===== src/rtl/pwm_pkg.sv =====
// Shared PWM definitions: capture state encoding and default servo timing
// constants in 100 MHz board-clock cycles.
package pwm_pkg;

  typedef enum logic [1:0] {
    IDLE,
    ARMED,
    HIGH,
    LOW
  } pwm_cap_state_t;

  localparam int unsigned PWM_TIMEOUT   = 4_000_000;  // 40 ms
  localparam int unsigned PWM_MIN_PULSE = 50_000;     // 0.5 ms
  localparam int unsigned PWM_MAX_PULSE = 250_000;    // 2.5 ms

endpackage


===== src/rtl/sync_edge_detect.sv =====
// Two-flop synchronizer plus one delay flop, producing the synchronized level
// and single-cycle rise/fall pulses for an asynchronous input.
module sync_edge_detect (
  input  logic i_clk,
  input  logic i_rst,
  input  logic i_async,
  output logic o_s,
  output logic o_rise,
  output logic o_fall,
  output logic o_primed
);

  logic       r_s1;
  logic       r_s2;
  logic       r_s_d;
  logic [1:0] r_fill;

  always_ff @(posedge i_clk or posedge i_rst) begin
    if (i_rst) begin
      r_s1   <= 1'b0;
      r_s2   <= 1'b0;
      r_s_d  <= 1'b0;
      r_fill <= 2'b00;
    end else begin
      r_s1   <= i_async;
      r_s2   <= r_s1;
      r_s_d  <= r_s2;
      r_fill <= {r_fill[0], 1'b1};
    end
  end

  assign o_s    = r_s2;
  assign o_rise = r_s2 & ~r_s_d;
  assign o_fall = ~r_s2 & r_s_d;
  // o_s carries a real sample (not a reset zero) once two clocks have passed.
  assign o_primed = r_fill[1];

endmodule


===== src/rtl/pwm_capture.sv =====
// Measures high time and rising-to-rising period of an asynchronous PWM input
// in clock cycles, with range and signal-loss flags.
module pwm_capture
  import pwm_pkg::*;
#(
  parameter int unsigned CNT_WIDTH      = 32,
  parameter int unsigned TIMEOUT_CYCLES = PWM_TIMEOUT,
  parameter int unsigned MIN_PULSE      = PWM_MIN_PULSE,
  parameter int unsigned MAX_PULSE      = PWM_MAX_PULSE
) (
  input  logic                 i_clock,
  input  logic                 i_reset,
  input  logic                 i_pwm_in,
  output logic [CNT_WIDTH-1:0] o_pulse_width,
  output logic [CNT_WIDTH-1:0] o_period,
  output logic                 o_width_valid,
  output logic                 o_period_valid,
  output logic                 o_out_of_range,
  output logic                 o_signal_lost
);

  localparam logic [CNT_WIDTH-1:0] LP_TIMEOUT = CNT_WIDTH'(TIMEOUT_CYCLES);
  localparam logic [CNT_WIDTH-1:0] LP_MIN     = CNT_WIDTH'(MIN_PULSE);
  localparam logic [CNT_WIDTH-1:0] LP_MAX     = CNT_WIDTH'(MAX_PULSE);
  localparam logic [CNT_WIDTH-1:0] LP_ONE     = CNT_WIDTH'(1);

  logic                 w_s;
  logic                 w_rise;
  logic                 w_fall;
  logic                 w_primed;
  logic [CNT_WIDTH-1:0] w_hi_inc;
  logic [CNT_WIDTH-1:0] w_per_inc;
  logic                 w_oor;
  logic                 w_timeout;

  pwm_cap_state_t       r_state;
  logic [CNT_WIDTH-1:0] r_hi_cnt;
  logic [CNT_WIDTH-1:0] r_per_cnt;
  logic [CNT_WIDTH-1:0] r_pulse_width;
  logic [CNT_WIDTH-1:0] r_period;
  logic                 r_width_valid;
  logic                 r_period_valid;
  logic                 r_out_of_range;
  logic                 r_signal_lost;

  sync_edge_detect u_sync (
    .i_clk    (i_clock),
    .i_rst    (i_reset),
    .i_async  (i_pwm_in),
    .o_s      (w_s),
    .o_rise   (w_rise),
    .o_fall   (w_fall),
    .o_primed (w_primed)
  );

  // Counters stop at the timeout value instead of wrapping.
  assign w_hi_inc  = (r_hi_cnt == LP_TIMEOUT) ? r_hi_cnt : r_hi_cnt + LP_ONE;
  assign w_per_inc = (r_per_cnt == LP_TIMEOUT) ? r_per_cnt : r_per_cnt + LP_ONE;
  assign w_oor     = (r_hi_cnt < LP_MIN) || (r_hi_cnt > LP_MAX);
  assign w_timeout = (r_per_cnt == LP_TIMEOUT);

  always_ff @(posedge i_clock or posedge i_reset) begin
    if (i_reset) begin
      r_state        <= IDLE;
      r_hi_cnt       <= '0;
      r_per_cnt      <= '0;
      r_pulse_width  <= '0;
      r_period       <= '0;
      r_width_valid  <= 1'b0;
      r_period_valid <= 1'b0;
      r_out_of_range <= 1'b0;
      r_signal_lost  <= 1'b1;
    end else begin
      r_width_valid  <= 1'b0;
      r_period_valid <= 1'b0;
      // A timeout takes priority over any edge seen on the same cycle.
      if ((r_state == HIGH || r_state == LOW) && w_timeout) begin
        r_signal_lost  <= 1'b1;
        r_pulse_width  <= '0;
        r_period       <= '0;
        r_out_of_range <= 1'b0;
        r_hi_cnt       <= '0;
        r_per_cnt      <= '0;
        r_state        <= IDLE;
      end else begin
        case (r_state)
          IDLE: begin
            if (w_primed && !w_s) r_state <= ARMED;
          end
          ARMED: begin
            if (w_rise) begin
              r_hi_cnt  <= LP_ONE;
              r_per_cnt <= LP_ONE;
              r_state   <= HIGH;
            end
          end
          HIGH: begin
            r_hi_cnt  <= w_hi_inc;
            r_per_cnt <= w_per_inc;
            if (w_fall) begin
              r_pulse_width  <= r_hi_cnt;
              r_width_valid  <= 1'b1;
              r_out_of_range <= w_oor;
              r_signal_lost  <= 1'b0;
              r_state        <= LOW;
            end
          end
          LOW: begin
            if (w_rise) begin
              r_period       <= r_per_cnt;
              r_period_valid <= 1'b1;
              r_hi_cnt       <= LP_ONE;
              r_per_cnt      <= LP_ONE;
              r_state        <= HIGH;
            end else begin
              r_per_cnt <= w_per_inc;
            end
          end
          default: r_state <= IDLE;
        endcase
      end
    end
  end

  assign o_pulse_width  = r_pulse_width;
  assign o_period       = r_period;
  assign o_width_valid  = r_width_valid;
  assign o_period_valid = r_period_valid;
  assign o_out_of_range = r_out_of_range;
  assign o_signal_lost  = r_signal_lost;

endmodule


===== config.mk =====
export PLATFORM = sky130hd
export DESIGN_NAME = pwm_capture
export DESIGN_NICKNAME = d
export VERILOG_FILES = /design/src/rtl/pwm_pkg.sv /design/src/rtl/sync_edge_detect.sv /design/src/rtl/pwm_capture.sv
export SDC_FILE = /design/constraint.sdc
export NUM_CORES = 1
export LEC_CHECK = 0
export ABC_AREA = 1
export BUFFER_PORTS_ARGS = -buffer_cell sky130_fd_sc_hd__buf_2
export CORE_MARGIN = 2
export CORE_UTILIZATION = 56
export CTS_BUF_LIST = sky130_fd_sc_hd__clkbuf_4 sky130_fd_sc_hd__clkbuf_8
export CTS_CLUSTER_DIAMETER = 120
export DETAILED_ROUTE_END_ITERATION = 6
export PLACE_DENSITY = 0.79
export SYNTH_ARGS = -nofsm -noshare
export SYNTH_HDL_FRONTEND = slang
export SYNTH_SLANG_ARGS = --single-unit

===== constraint.sdc =====
create_clock -name i_clock -period 3.9 [get_ports i_clock]
set_clock_uncertainty 0.15 [all_clocks]
set_input_delay 0.39 -clock i_clock [delete_from_list [all_inputs] [get_ports i_clock]]
set_output_delay 0.39 -clock i_clock [all_outputs]
set_load 0.05 [all_outputs]

==> reports/results.txt <==
status: finished, violations left
failing checks: hold timing
CTS max path bufs: 2
Syn Area/Cell: 6.99 µm²
antenna violations before repair: 0
Post-synth ARST share: 100%
vias in the first global route: 6555
Iter 0 DRT Violations: 795
maxcap violations: 0
top-count cell post-synth: nand2_1
DR pass1 iterations: 7
Routed Antenna Nets: 0
PD cells: 448 mW/mm²
Worst R2R Start: r_per_cnt[0]$_DFFE_PP0P_
pin count of the biggest net entering global routing: 58
Total GRT Usage: 28.4%
Seq cells post-synth: 139
Post-synth EDFFs: 0
CP arrival: 2720 ps
total leakage power: 4.19 nW
Synth top area share: 45.5%
post-synth cell types: 39
Primary FF master, synth: dfrtp_1
Max VDD drop: 225 µV
clk_lat worst skew: 460 ps
most frequent cells after synthesis: nand2_1 (386), nor2_1 (158), dfrtp_1 (138)
Root Driver: clkbuf_8
worst slack, placed: 1380 ps
routed len/inst: 14.6 µm
Ant. Diodes: 0
dpl cells: 1309
# rows: 42
post-DP HPWL: 13900 µm
CP Data Required Time: 4130 ps
setup bufs post-CTS: 0
IO Port Bufs: 70
CTS Buf Count: 17
kind of critical path: reg2reg
reg2reg end: o_period[23]$_DFFE_PP0P_
period utilisation layout: 64.0%
syn_nets: 1092
Setup TNS Final: 0 ps
layout cell share with drive strength beyond 1: 12.1%
Initial Util: 57.3%
final hold vios: 26
Util after Layout: 64.1%
worst-path maximum fanout: 54
Total Die Area: 0.0145 mm²
placer congestion estimate: 0.973
Worst-Margin Slew: 1110 ps
CTS tree: done
post-route insts no fill: 1342
vias per cell: 5.49
CTS H-Tree Depth: 4
GRT Residual Overflow: 0
area grow syn2layout: 11.9%
fillers: 1187
final setup fails: 0
critical path launch point: r_per_cnt[0]$_DFFE_PP0P_
RSZ-0062 raised after global routing: no
Core Box Area: 0.0132 mm²
register area share after synthesis: 45.9%
R2R cell count: 11
CTS Sinks: 139
Via Count: 7366
worst hold slack: -10.9 ps
reg2reg setup slack: 1400 ps
ranking of synthesized cells by area: dfrtp_1 (46%), nand2_1 (19%), nor2_1 (7.8%), nand3_1 (5.3%), o21ai_0 (4.9%)
first-pass GRT wire length: 32600 µm
Syn. warnings: 0
Pins Over Slew Limit: 0
die height: 120 µm
Final nets: 1160
Remaining DRCs: 0
chip width: 120 µm
Worst Setup End Kind: register
Cell Area, Synth: 0.00759 mm²
register clock-pin slew on the reported worst setup and hold paths: 80 ps
post-synthesis instance total: 1085
minimum clock period: 2500 ps
Final Worst Setup Slack: 1400 ps
Boundary Pins: 71
Hold Crit Class: in2async
crit path launch type: register
Fmax: 0.400 GHz
largest area contributor in the netlist: dfrtp_1
final WL: 19600 µm
Slew HR: 26.0%
==> stage by stage <==
step / power [W] / instance area, µm²
floorplan: 0.00238 / 7590
global placement: 0.00258 / 8070
detailed placement: 0.00260 / 8070
CTS: 0.00381 / 8490
global route: 0.00398 / 8490
finish: 0.00380 / 8490
==> report_power, final <==
part / switching [W] / total (W) / leakage, nW / internal, W
combinational: 0.000757 / 0.000970 / 2.08 / 0.000213
sequential: 0.0000837 / 0.00161 / 1.90 / 0.00153
clock: 0.000573 / 0.00122 / 0.207 / 0.000643
==> placed cells by master (no fill, tap or decap), drive strengths merged, types with 12 or more instances in the layout <==
cell type,n
o21ai,99
a21oi,12
dfrtp,138
nor2,168
clkbuf,23
o22ai,15
inv,104
nand2,392
nor3,13
buf,77
nand3,83
==> layer usage <==
metal | global-route usage, % | vias to the layer above | share of wire [%]
li1 | - | 3585 | -
met1 | 43.5 | 3388 | 47
met2 | 39.5 | 358 | 42
met3 | 7.41 | 35 | 9.9
met4 | 8.58 | 0 | 1.7
met5 | 0 | - | 0
==> area by class of cell <==
class | count | area [µm²] | share of cell area, %
inverters | 105 | 398 | 4.69
repair buffers | 78 | 425 | 5.01
clock inverters | 9 | 111 | 1.31
clock buffers | 23 | 298 | 3.51
flip-flops and latches | 139 | 3480 | 41.0
multi-input cells | 812 | 3550 | 41.9
well taps | 176 | 220 | 2.59
==> kinds of logic after synthesis <==
kind of cell	Yosys count	synth area share, %
compound gates	132	9.19
xor+xnor	2	0.231
fa+ha+maj	4	0.660
buf+inv	134	7.37
flops	139	45.9
other cells	1	0.0494
simple gates	673	36.6
==> critical path, stage by stage, from the launching register on <==
cell and delay [ps]:
dfrtp_1 410, inv_1 80, ha_1 240, inv_1 60
nor2_1 40, nand2_2 70, nor2_4 50, nand3_4 100
inv_2 80, nor2_4 800, nand2_1 130, o21ai_1 150
==> sequential cells by signal, indices dropped and copies added (netlist names) <==
signal	flops
o_width_valid	1
r_hi_cnt	32
r_state	2
o_period	32
u_sync.r_s_d	1
u_sync.r_s1	1
o_period_valid	1
u_sync.r_fill	2
r_per_cnt	32
o_signal_lost	1
u_sync.o_s	1
o_out_of_range	1
o_pulse_width	32
==> worst max-delay path by stage <==
stage / to / cells past startpoint
finish: o_period[23]$_DFFE_PP0P_ / 11
global route: o_period[26]$_DFFE_PP0P_ / 11
CTS: o_period[23]$_DFFE_PP0P_ / 11
detailed placement: o_period[23]$_DFFE_PP0P_ / 11
global placement: o_period[23]$_DFFE_PP0P_ / 11
floorplan: o_out_of_range$_DFFE_PP0P_ / 1
==> what timing repair did <==
item | in CTS | in global routing
hold endpoints to repair | 1 | 0
hold buffers | 1 | 0
gates resized for setup | 0 | 0
No activity file was read; power rests on OpenSTA's default activity.
